===== config.mk =====
export PLATFORM = sky130hd
export DESIGN_NAME = rgb_fade_scheduler
export DESIGN_NICKNAME = d
export VERILOG_FILES = /design/src/rtl/rgb_fade_scheduler.sv
export SDC_FILE = /design/constraint.sdc
export NUM_CORES = 1
export LEC_CHECK = 0
export CORE_MARGIN = 2
export CORE_UTILIZATION = 55
export CTS_BUF_LIST = sky130_fd_sc_hd__clkbuf_4
export DETAILED_ROUTE_END_ITERATION = 10
export PLACE_DENSITY_LB_ADDON = 0.15
export SLEW_MARGIN = 20
export SYNTH_ARGS = -nofsm -noshare
export SYNTH_HDL_FRONTEND = slang
export SYNTH_SLANG_ARGS = --single-unit

===== constraint.sdc =====
create_clock -name clk -period 5.8 [get_ports clk]
set_clock_uncertainty 0.2 [all_clocks]
set_input_delay 0.58 -clock clk [delete_from_list [all_inputs] [get_ports clk]]
set_output_delay 0.58 -clock clk [all_outputs]
set_load 0.03 [all_outputs]

===== src/rtl/rgb_fade_scheduler.sv =====
// RGB PWM duty sequencer: free-running PWM counter, six-keyframe hue wheel of fades and holds,
// and one-shot colour overrides; duties only change on the PWM period-end edge.
module rgb_fade_scheduler #(
    parameter int PWM_BITS     = 10,
    parameter int STEP         = 8,
    parameter int HOLD_PERIODS = 64
) (
    input  logic                clk,
    input  logic                rst,
    input  logic                en,
    input  logic                ovr_valid,
    output logic                ovr_ready,
    input  logic [PWM_BITS-1:0] ovr_red,
    input  logic [PWM_BITS-1:0] ovr_green,
    input  logic [PWM_BITS-1:0] ovr_blue,
    output logic [PWM_BITS-1:0] pwm_counter,
    output logic [PWM_BITS-1:0] pwm_red,
    output logic [PWM_BITS-1:0] pwm_green,
    output logic [PWM_BITS-1:0] pwm_blue,
    output logic [2:0]          segment,
    output logic                fading
);

    localparam int                HW        = $clog2(HOLD_PERIODS + 1);
    localparam logic [PWM_BITS-1:0] MAX     = '1;
    localparam logic [PWM_BITS:0] STEP_W    = (PWM_BITS + 1)'(STEP);
    localparam logic [HW-1:0]     HOLD_INIT = HW'(HOLD_PERIODS);

    // state      | meaning
    // S_HOLD     | resting on the current keyframe, counting hold periods
    // S_FADE     | stepping duties toward the current keyframe once per period
    // S_OVR_WAIT | override latched, waiting for the next period end to load it
    // S_OVR_HOLD | showing override colour, counting hold periods
    typedef enum logic [1:0] {S_HOLD, S_FADE, S_OVR_WAIT, S_OVR_HOLD} state_t;

    state_t              state, state_nx;
    logic [HW-1:0]       hold_cnt, hold_nx;
    logic [2:0]          seg_nx;
    logic [PWM_BITS-1:0] red_nx, green_nx, blue_nx;
    logic [PWM_BITS-1:0] lat_red, lat_green, lat_blue;
    logic [PWM_BITS-1:0] lat_red_nx, lat_green_nx, lat_blue_nx;
    logic [PWM_BITS-1:0] tgt_red, tgt_green, tgt_blue;
    logic [PWM_BITS-1:0] step_red, step_green, step_blue;
    logic                pe;
    logic                xfer;

    // One extra bit of headroom so the distance test and the step never wrap.
    function automatic logic [PWM_BITS-1:0] step_toward(input logic [PWM_BITS-1:0] cur,
                                                        input logic [PWM_BITS-1:0] tgt);
        logic [PWM_BITS:0]   c;
        logic [PWM_BITS:0]   t;
        logic [PWM_BITS-1:0] res;
        c   = {1'b0, cur};
        t   = {1'b0, tgt};
        res = cur;
        if (t > c) begin
            if ((t - c) <= STEP_W) res = tgt;
            else                   res = PWM_BITS'(c + STEP_W);
        end else if (c > t) begin
            if ((c - t) <= STEP_W) res = tgt;
            else                   res = PWM_BITS'(c - STEP_W);
        end
        return res;
    endfunction

    always_ff @(posedge clk or posedge rst) begin
        if (rst) pwm_counter <= '0;
        else     pwm_counter <= pwm_counter + 1'b1;
    end

    assign pe        = (pwm_counter == MAX);
    assign ovr_ready = (state != S_OVR_WAIT);
    assign fading    = (state == S_FADE);
    assign xfer      = ovr_valid && ovr_ready;

    always_comb begin
        tgt_red   = '0;
        tgt_green = '0;
        tgt_blue  = '0;
        case (segment)
            3'd0: tgt_red = MAX;
            3'd1: begin tgt_red = MAX; tgt_green = MAX; end
            3'd2: tgt_green = MAX;
            3'd3: begin tgt_green = MAX; tgt_blue = MAX; end
            3'd4: tgt_blue = MAX;
            3'd5: begin tgt_red = MAX; tgt_blue = MAX; end
            default: ;
        endcase
    end

    assign step_red   = step_toward(pwm_red, tgt_red);
    assign step_green = step_toward(pwm_green, tgt_green);
    assign step_blue  = step_toward(pwm_blue, tgt_blue);

    // A transfer wins over any period-end action on the same edge, which defers its load a period.
    always_comb begin
        state_nx     = state;
        hold_nx      = hold_cnt;
        seg_nx       = segment;
        red_nx       = pwm_red;
        green_nx     = pwm_green;
        blue_nx      = pwm_blue;
        lat_red_nx   = lat_red;
        lat_green_nx = lat_green;
        lat_blue_nx  = lat_blue;
        if (xfer) begin
            lat_red_nx   = ovr_red;
            lat_green_nx = ovr_green;
            lat_blue_nx  = ovr_blue;
            state_nx     = S_OVR_WAIT;
        end else if (pe && en) begin
            case (state)
                S_HOLD, S_OVR_HOLD: begin
                    if (hold_cnt == HW'(1)) begin
                        state_nx = S_FADE;
                        if (state == S_HOLD)
                            seg_nx = (segment == 3'd5) ? 3'd0 : segment + 3'd1;
                    end else begin
                        hold_nx = hold_cnt - HW'(1);
                    end
                end
                S_FADE: begin
                    red_nx   = step_red;
                    green_nx = step_green;
                    blue_nx  = step_blue;
                    if (step_red == tgt_red && step_green == tgt_green && step_blue == tgt_blue) begin
                        state_nx = S_HOLD;
                        hold_nx  = HOLD_INIT;
                    end
                end
                S_OVR_WAIT: begin
                    red_nx   = lat_red;
                    green_nx = lat_green;
                    blue_nx  = lat_blue;
                    hold_nx  = HOLD_INIT;
                    state_nx = S_OVR_HOLD;
                end
                default: ;
            endcase
        end
    end

    always_ff @(posedge clk or posedge rst) begin
        if (rst) begin
            state     <= S_HOLD;
            hold_cnt  <= HOLD_INIT;
            segment   <= 3'd0;
            pwm_red   <= MAX;
            pwm_green <= '0;
            pwm_blue  <= '0;
            lat_red   <= '0;
            lat_green <= '0;
            lat_blue  <= '0;
        end else begin
            state     <= state_nx;
            hold_cnt  <= hold_nx;
            segment   <= seg_nx;
            pwm_red   <= red_nx;
            pwm_green <= green_nx;
            pwm_blue  <= blue_nx;
            lat_red   <= lat_red_nx;
            lat_green <= lat_green_nx;
            lat_blue  <= lat_blue_nx;
        end
    end

endmodule


Yosys cells after proc, flatten, opt, wreduce, memory -nomap -nowiden
Cells that the tools add are included.
{"block": "classes", "muxes": 27, "n_reduce_logical": 16, "n_lt_le_gt_ge": 12, "eq_ne": 18, "n_bitwise": 1, "n_addsub": 15}
{"cell": "10-bit two-way mux", "count": 15}
{"cell": "11-bit by 4-bit <= comparator with 1-bit output, second input constant", "count": 6}
{"cell": "10-bit by 10-bit subtractor with 11-bit output", "count": 6}
{"cell": "10-bit > comparator", "count": 6}
{"cell": "10-bit one-hot mux with 2 select lines", "count": 3}
{"cell": "10-bit by 4-bit adder with 10-bit output, second input constant", "count": 3}
{"cell": "10-bit equality test", "count": 3}
{"cell": "10-bit by 4-bit subtractor with 10-bit output, second input constant", "count": 3}
{"cell": "7-bit one-hot mux with 3 select lines", "count": 1}
{"cell": "7-bit two-way mux", "count": 2}
{"cell": "10-bit by 1-bit adder with 10-bit output, second input constant", "count": 1}
{"cell": "10-bit equality test, second input constant", "count": 1}
{"cell": "3-bit OR reduction", "count": 3}
{"cell": "2-bit two-way mux", "count": 4}
{"cell": "7-bit by 1-bit equality test with 1-bit output, second input constant", "count": 1}
{"cell": "7-bit by 1-bit subtractor with 7-bit output, second input constant", "count": 1}
{"cell": "3-bit by 2-bit equality test with 1-bit output, second input constant", "count": 2}
{"cell": "3-bit equality test, second input constant", "count": 2}
{"cell": "2-bit one-hot mux with 3 select lines", "count": 1}
{"cell": "3-bit AND reduction", "count": 2}
{"cell": "5-bit AND reduction", "count": 1}
{"cell": "2-bit equality test, second input constant", "count": 2}
{"cell": "1-bit logical AND", "count": 4}
{"cell": "2-bit != test, second input constant", "count": 2}
{"cell": "other kinds (13)", "count": 14}
{"block": "totals", "wordCells": 99, "ff_bits": 82, "inputBits": 34}

Depth between registers and ports, before layout
{"block": "depth", "word_depth": 15, "depth_mapped": 22, "ltp_nobuf": 19}

Least setup slack after synthesis
OpenSTA, ideal clock, no wires.
{"block": "synth_path", "kind": "reg2reg", "start": "register segment[0]", "end": "register state[0]", "setup_slack_ps": -298, "t_arrival_ps": 5771, "required_time_ps": 5472, "n_path_buf": 1, "synth_period_minus_slack_ps": 6098, "path_stages_with_launch": 21, "path_cell_list": "dfrtp_1 -> inv_1 -> nor2_1 -> ha_1 -> a21o_1 -> clkinv_1 -> ha_1 -> a21oi_2 -> o32ai_1 -> or2_0 -> or4_1 -> a2111o_1 -> or2_1 -> buf_6 -> o21ai_4 -> o22ai_1 -> or3_1 -> or4_1 -> a311o_1 -> nor2_1 -> mux2_1"}
{"block": "synth_between", "elab_chain_len": 13, "elab_cells_between_ends": 49, "cone_classes": "add/sub (6); order compare (12); eq/ne (9); mux (15); reduce/logical (7)"}
{"element": "from (decl)", "line": "20", "rtl": "output logic [2:0] segment,"}
{"element": "from (signal assigned)", "line": "157", "rtl": "segment <= seg_nx;"}
{"element": "3-bit equality test (tied with other cells)", "line": "80", "rtl": "case (segment)"}
{"element": "3-bit OR reduction (no line)"}
{"element": "10-bit two-way mux", "line": "80"}
{"element": "10-bit by 10-bit subtractor with 11-bit output", "line": "60", "rtl": "if ((c - t) <= STEP_W) res = tgt;"}
{"element": "11-bit by 4-bit <= comparator with 1-bit output", "line": "60"}
{"element": "10-bit two-way mux", "line": "60"}
{"element": "10-bit two-way mux", "line": "59", "rtl": "end else if (c > t) begin"}
{"element": "10-bit two-way mux", "line": "56", "rtl": "if (t > c) begin"}
{"element": "10-bit equality test", "line": "126", "rtl": "if (step_red == tgt_red && step_green == tgt_green && step_blue == tgt_blue) begin"}
{"element": "1-bit logical AND", "line": "126"}
{"element": "1-bit logical AND (*)", "line": "126"}
{"element": "3-bit by 1-bit != test with 1-bit output (no line) (*)"}
{"element": "3-bit AND reduction (no line) (*)"}
{"element": "to (signal assigned)", "line": "155", "rtl": "state <= state_nx;"}
{"element": "to (decl)", "line": "36", "rtl": "state_t state, state_nx;"}
Mark *: on every way between the ends. The rest lies on a longest branch, timed or not.
A chain may end at the register's enable or synchronous reset.

Worst setup path after layout
{"block": "layout_path", "start": "register segment[0]", "end": "register state[1]"}
Same word-level chain as after synthesis.

==> flow_summary.ini <==
[route]
vias = 8882
routed_wirelength_mm = 24.6
drtPass1Iterations = 7
avgViaCountPerCell = 6.29
first_iter_violations = 756
drc = 0
ant_nets = 0
wl_per_cell_um = 17.4

[setup_path]
critPathLaunchType = flop
crit_required_ns = 5.99
r2r_cells = 20
endpoint_kind = flop
rr_endpoint = state[1]
crit_type = reg -> reg
rrSetupSlack_ns = 0.19
critical_path.max_fanout = 14
critPathArrivalTime_ns = 5.80
rr_startpoint = segment[0]

[clocking]
cts.sinks = 82
clockBufferDepth = 2
cts_root_buffer = clkbuf_4
clk_latency_ns = 0.44
htreeDepth = 3
path_clk_slew_ns = 0.14
cts_buffers = 9
cts_tree = done

[logic_synthesis]
synth.distinct_cells = 85
yosys_register_bits = 82
synth_top_area_cell = dfrtp_1
synth-edff-count = 0
yosys_warnings = 0
synth_cells = 1108
synth_top_family_by_area = compound AO/OA/AOI/OAI gates
yosysSeqAreaShare = 0.237
synth-compound-area-share = 0.288
synth.net_count = 1216
netlist_area_mm2 = 0.00872
synthTopCellsByCount = nor2_1, nand2_1, a21oi_1, ha_1
synth-adder-area-share = 0.106
synthSimpleGateAreaFrac = 0.216
synthXorXnorAreaFrac = 0.0432
synthTopCellsByArea = dfrtp_1, ha_1, a21oi_1
synth_top_area_frac = 0.204
ys.flop_type = dfrtp_1
async_reset_ff_frac = 1.00
synth_mux_area_frac = 0.0558
yosys.cell_count.top_type = nor2_1
avgSynthCellArea_um2 = 7.87

[die]
dieHeight_um = 130
rows = 46
initial_core_util = 0.555
die_w_um = 130
coreArea_mm2 = 0.0157
die-area_mm2 = 0.0169
io_pins = 79

[cells_and_area]
syn2layout_area_growth_pct = 16.1
fin_area_mm2 = 0.0101
fillers = 1422
seqCellArea_mm2 = 0.00207
multi_input_area_mm2 = 0.00627
final_core_util = 0.644
layout-drive-gt1-share = 0.124
fin_nets = 1296

[timing]
tightest_slew_ns = 1.00
rsz0062_at_grt = no
fin_setup_tns_ns = 0
slew_violations = 0
min_period_ns = 5.61
period_share = 0.968
setup_viol = 0
fmaxAchievable_mhz = 178
whs_ns = 0.262
slew-limit-headroom = 0.332
hold_viol = 0

[power]
leakagePower_nw = 4.34
p_int_w = 0.000847
seqPwrFrac = 0.590
vdd_drop_max_uv = 182
power_frac_comb = 0.151
finalPower_w = 0.00118
clockPowerShare = 0.259
powerDensity_mw_per_mm2 = 116
power.switching_w = 0.000333
p_sw_frac = 0.282

[place]
place.gp.congestion = 0.946
port_buffers = 78
dp_hpwl_mm = 18.5
place_area_mm2 = 0.00990

[grt]
grt_pass1_vias = 8131
grt_max_degree = 51
grt-ovfl-total = 0
grt_pass1_wl_mm = 39.5
track_usage = 0.287
antenna_found_initial = 2

[outcome]
status = finished clean

[hold_path]
hp-class = in -> async

[job]
cap_violations = 0
[area by class of cell]
cell class | count | area share
clock buffer | 10 | 0.00741
antenna | 2 | 0.000494
sequential | 82 | 0.204
inverter | 61 | 0.0234
multi-input combinational | 906 | 0.619
tap | 216 | 0.0267
clock inverter | 6 | 0.00420
timing repair buffer | 128 | 0.115
[per-layer routing]
metal | GRT usage | part of all wire | routed length (um)
met2 | 0.468 | 0.47 | 11500
met5 | 0 | 0 | 0
met3 | 0.0414 | 0.057 | 1420
met4 | 0.0993 | 0.025 | 605
met1 | 0.393 | 0.45 | 11100
[what timing repair did]
action	CTS	global route
pin swaps	0	4
hold buffers	0	0
gates resized for setup	2	22
endpoints found under the setup margin	8	9
setup buffers	0	3
[logic make-up after synthesis]
family | count (synthesis)
adder cells (fa/ha/maj) | 74
buffers and inverters | 120
XOR/XNOR | 43
flip-flops | 82
AND/OR/NAND/NOR | 376
AO/OA/AOI/OAI | 368
multiplexers | 45
[cell usage in the layout (no fill, tap or decap), types with 9 or more instances in the layout]
cell / Yosys / layout
dfstp_2: 11 / 11
mux2i_1: 16 / 16
dfrtp_1: 71 / 69
a21oi_1: 78 / 76
xnor2_1: 33 / 33
nand3_1: 37 / 37
inv_1: 56 / 54
a21o_1: 25 / 25
clkdlybuf4s50_1: 0 / 78
nand2_1: 84 / 83
nand4_1: 14 / 14
a211oi_1: 19 / 19
nor3_1: 37 / 36
nor2_1: 85 / 84
mux2_2: 28 / 28
ha_1: 74 / 68
o21ai_0: 71 / 71
nor4_1: 15 / 14
nand2b_1: 20 / 20
a21boi_0: 10 / 9
o211ai_1: 14 / 14
and2_1: 9 / 9
o22ai_1: 14 / 14
clkbuf_4: 0 / 10
or3_1: 13 / 13
and3_1: 13 / 13
xor2_1: 10 / 10
a31oi_1: 16 / 16
nor2b_1: 14 / 13
buf_4: 0 / 49
[worst max-delay path, cell delays in order, from the launching register on]
cell      delay, ns
dfrtp_2        0.43
inv_1          0.10
nor2_1         0.06
ha_1           0.19
a21o_1         0.21
buf_6          0.18
ha_2           0.31
a21oi_2        0.17
o32ai_1        0.12
or2_0          0.23
or4_1          0.47
a2111o_1       0.41
or2_4          0.31
o21ai_4        0.19
o22ai_1        0.15
or3_1          0.39
or4_1          0.51
a311o_1        0.38
buf_4          0.19
o31a_1         0.29
o21ai_2        0.05
[power by group through the flow]
| stage | combinational (W) | sequential (W) | clock [W] |
|---|---|---|---|
| 5_1_grt | 0.000197 | 0.000707 | 0.000335 |
| 3_5_place_dp | 0.000179 | 0.000707 | 0 |
| 4_1_cts | 0.000180 | 0.000696 | 0.000313 |
| 2_1_floorplan | 0.000126 | 0.000690 | 0 |
| 3_3_place_gp | 0.000173 | 0.000703 | 0 |
| 6_report | 0.000178 | 0.000696 | 0.000306 |
[state kept, by name, summed over array words and instances, names as in the netlist]
register	count
hold_cnt	7
lat_blue	10
lat_green	10
lat_red	10
pwm_blue	10
pwm_counter	10
pwm_green	10
pwm_red	10
segment	3
state	2
[worst max-delay path by stage]
stage | start | end | slack, ns | cells after the start
detailed placement | segment[0] | state[0] | -0.02 | 19
CTS | segment[0] | state[0] | 0.04 | 19
finish | segment[0] | state[1] | 0.19 | 20
global placement | segment[0] | state[0] | 0.1 | 19
global route | segment[0] | state[0] | 0.004 | 19
floorplan | segment[0] | state[0] | 0.03 | 20
[per-stage QoR]
stage,setup slack [ns],instances
4_1_cts,0.0412,1406
3_5_place_dp,-0.0168,1390
6_report,0.186,1411
3_3_place_gp,0.0983,1390
2_1_floorplan,0.0296,1108
5_1_grt,0.00399,1410
Power figures use the tool's default switching activity.
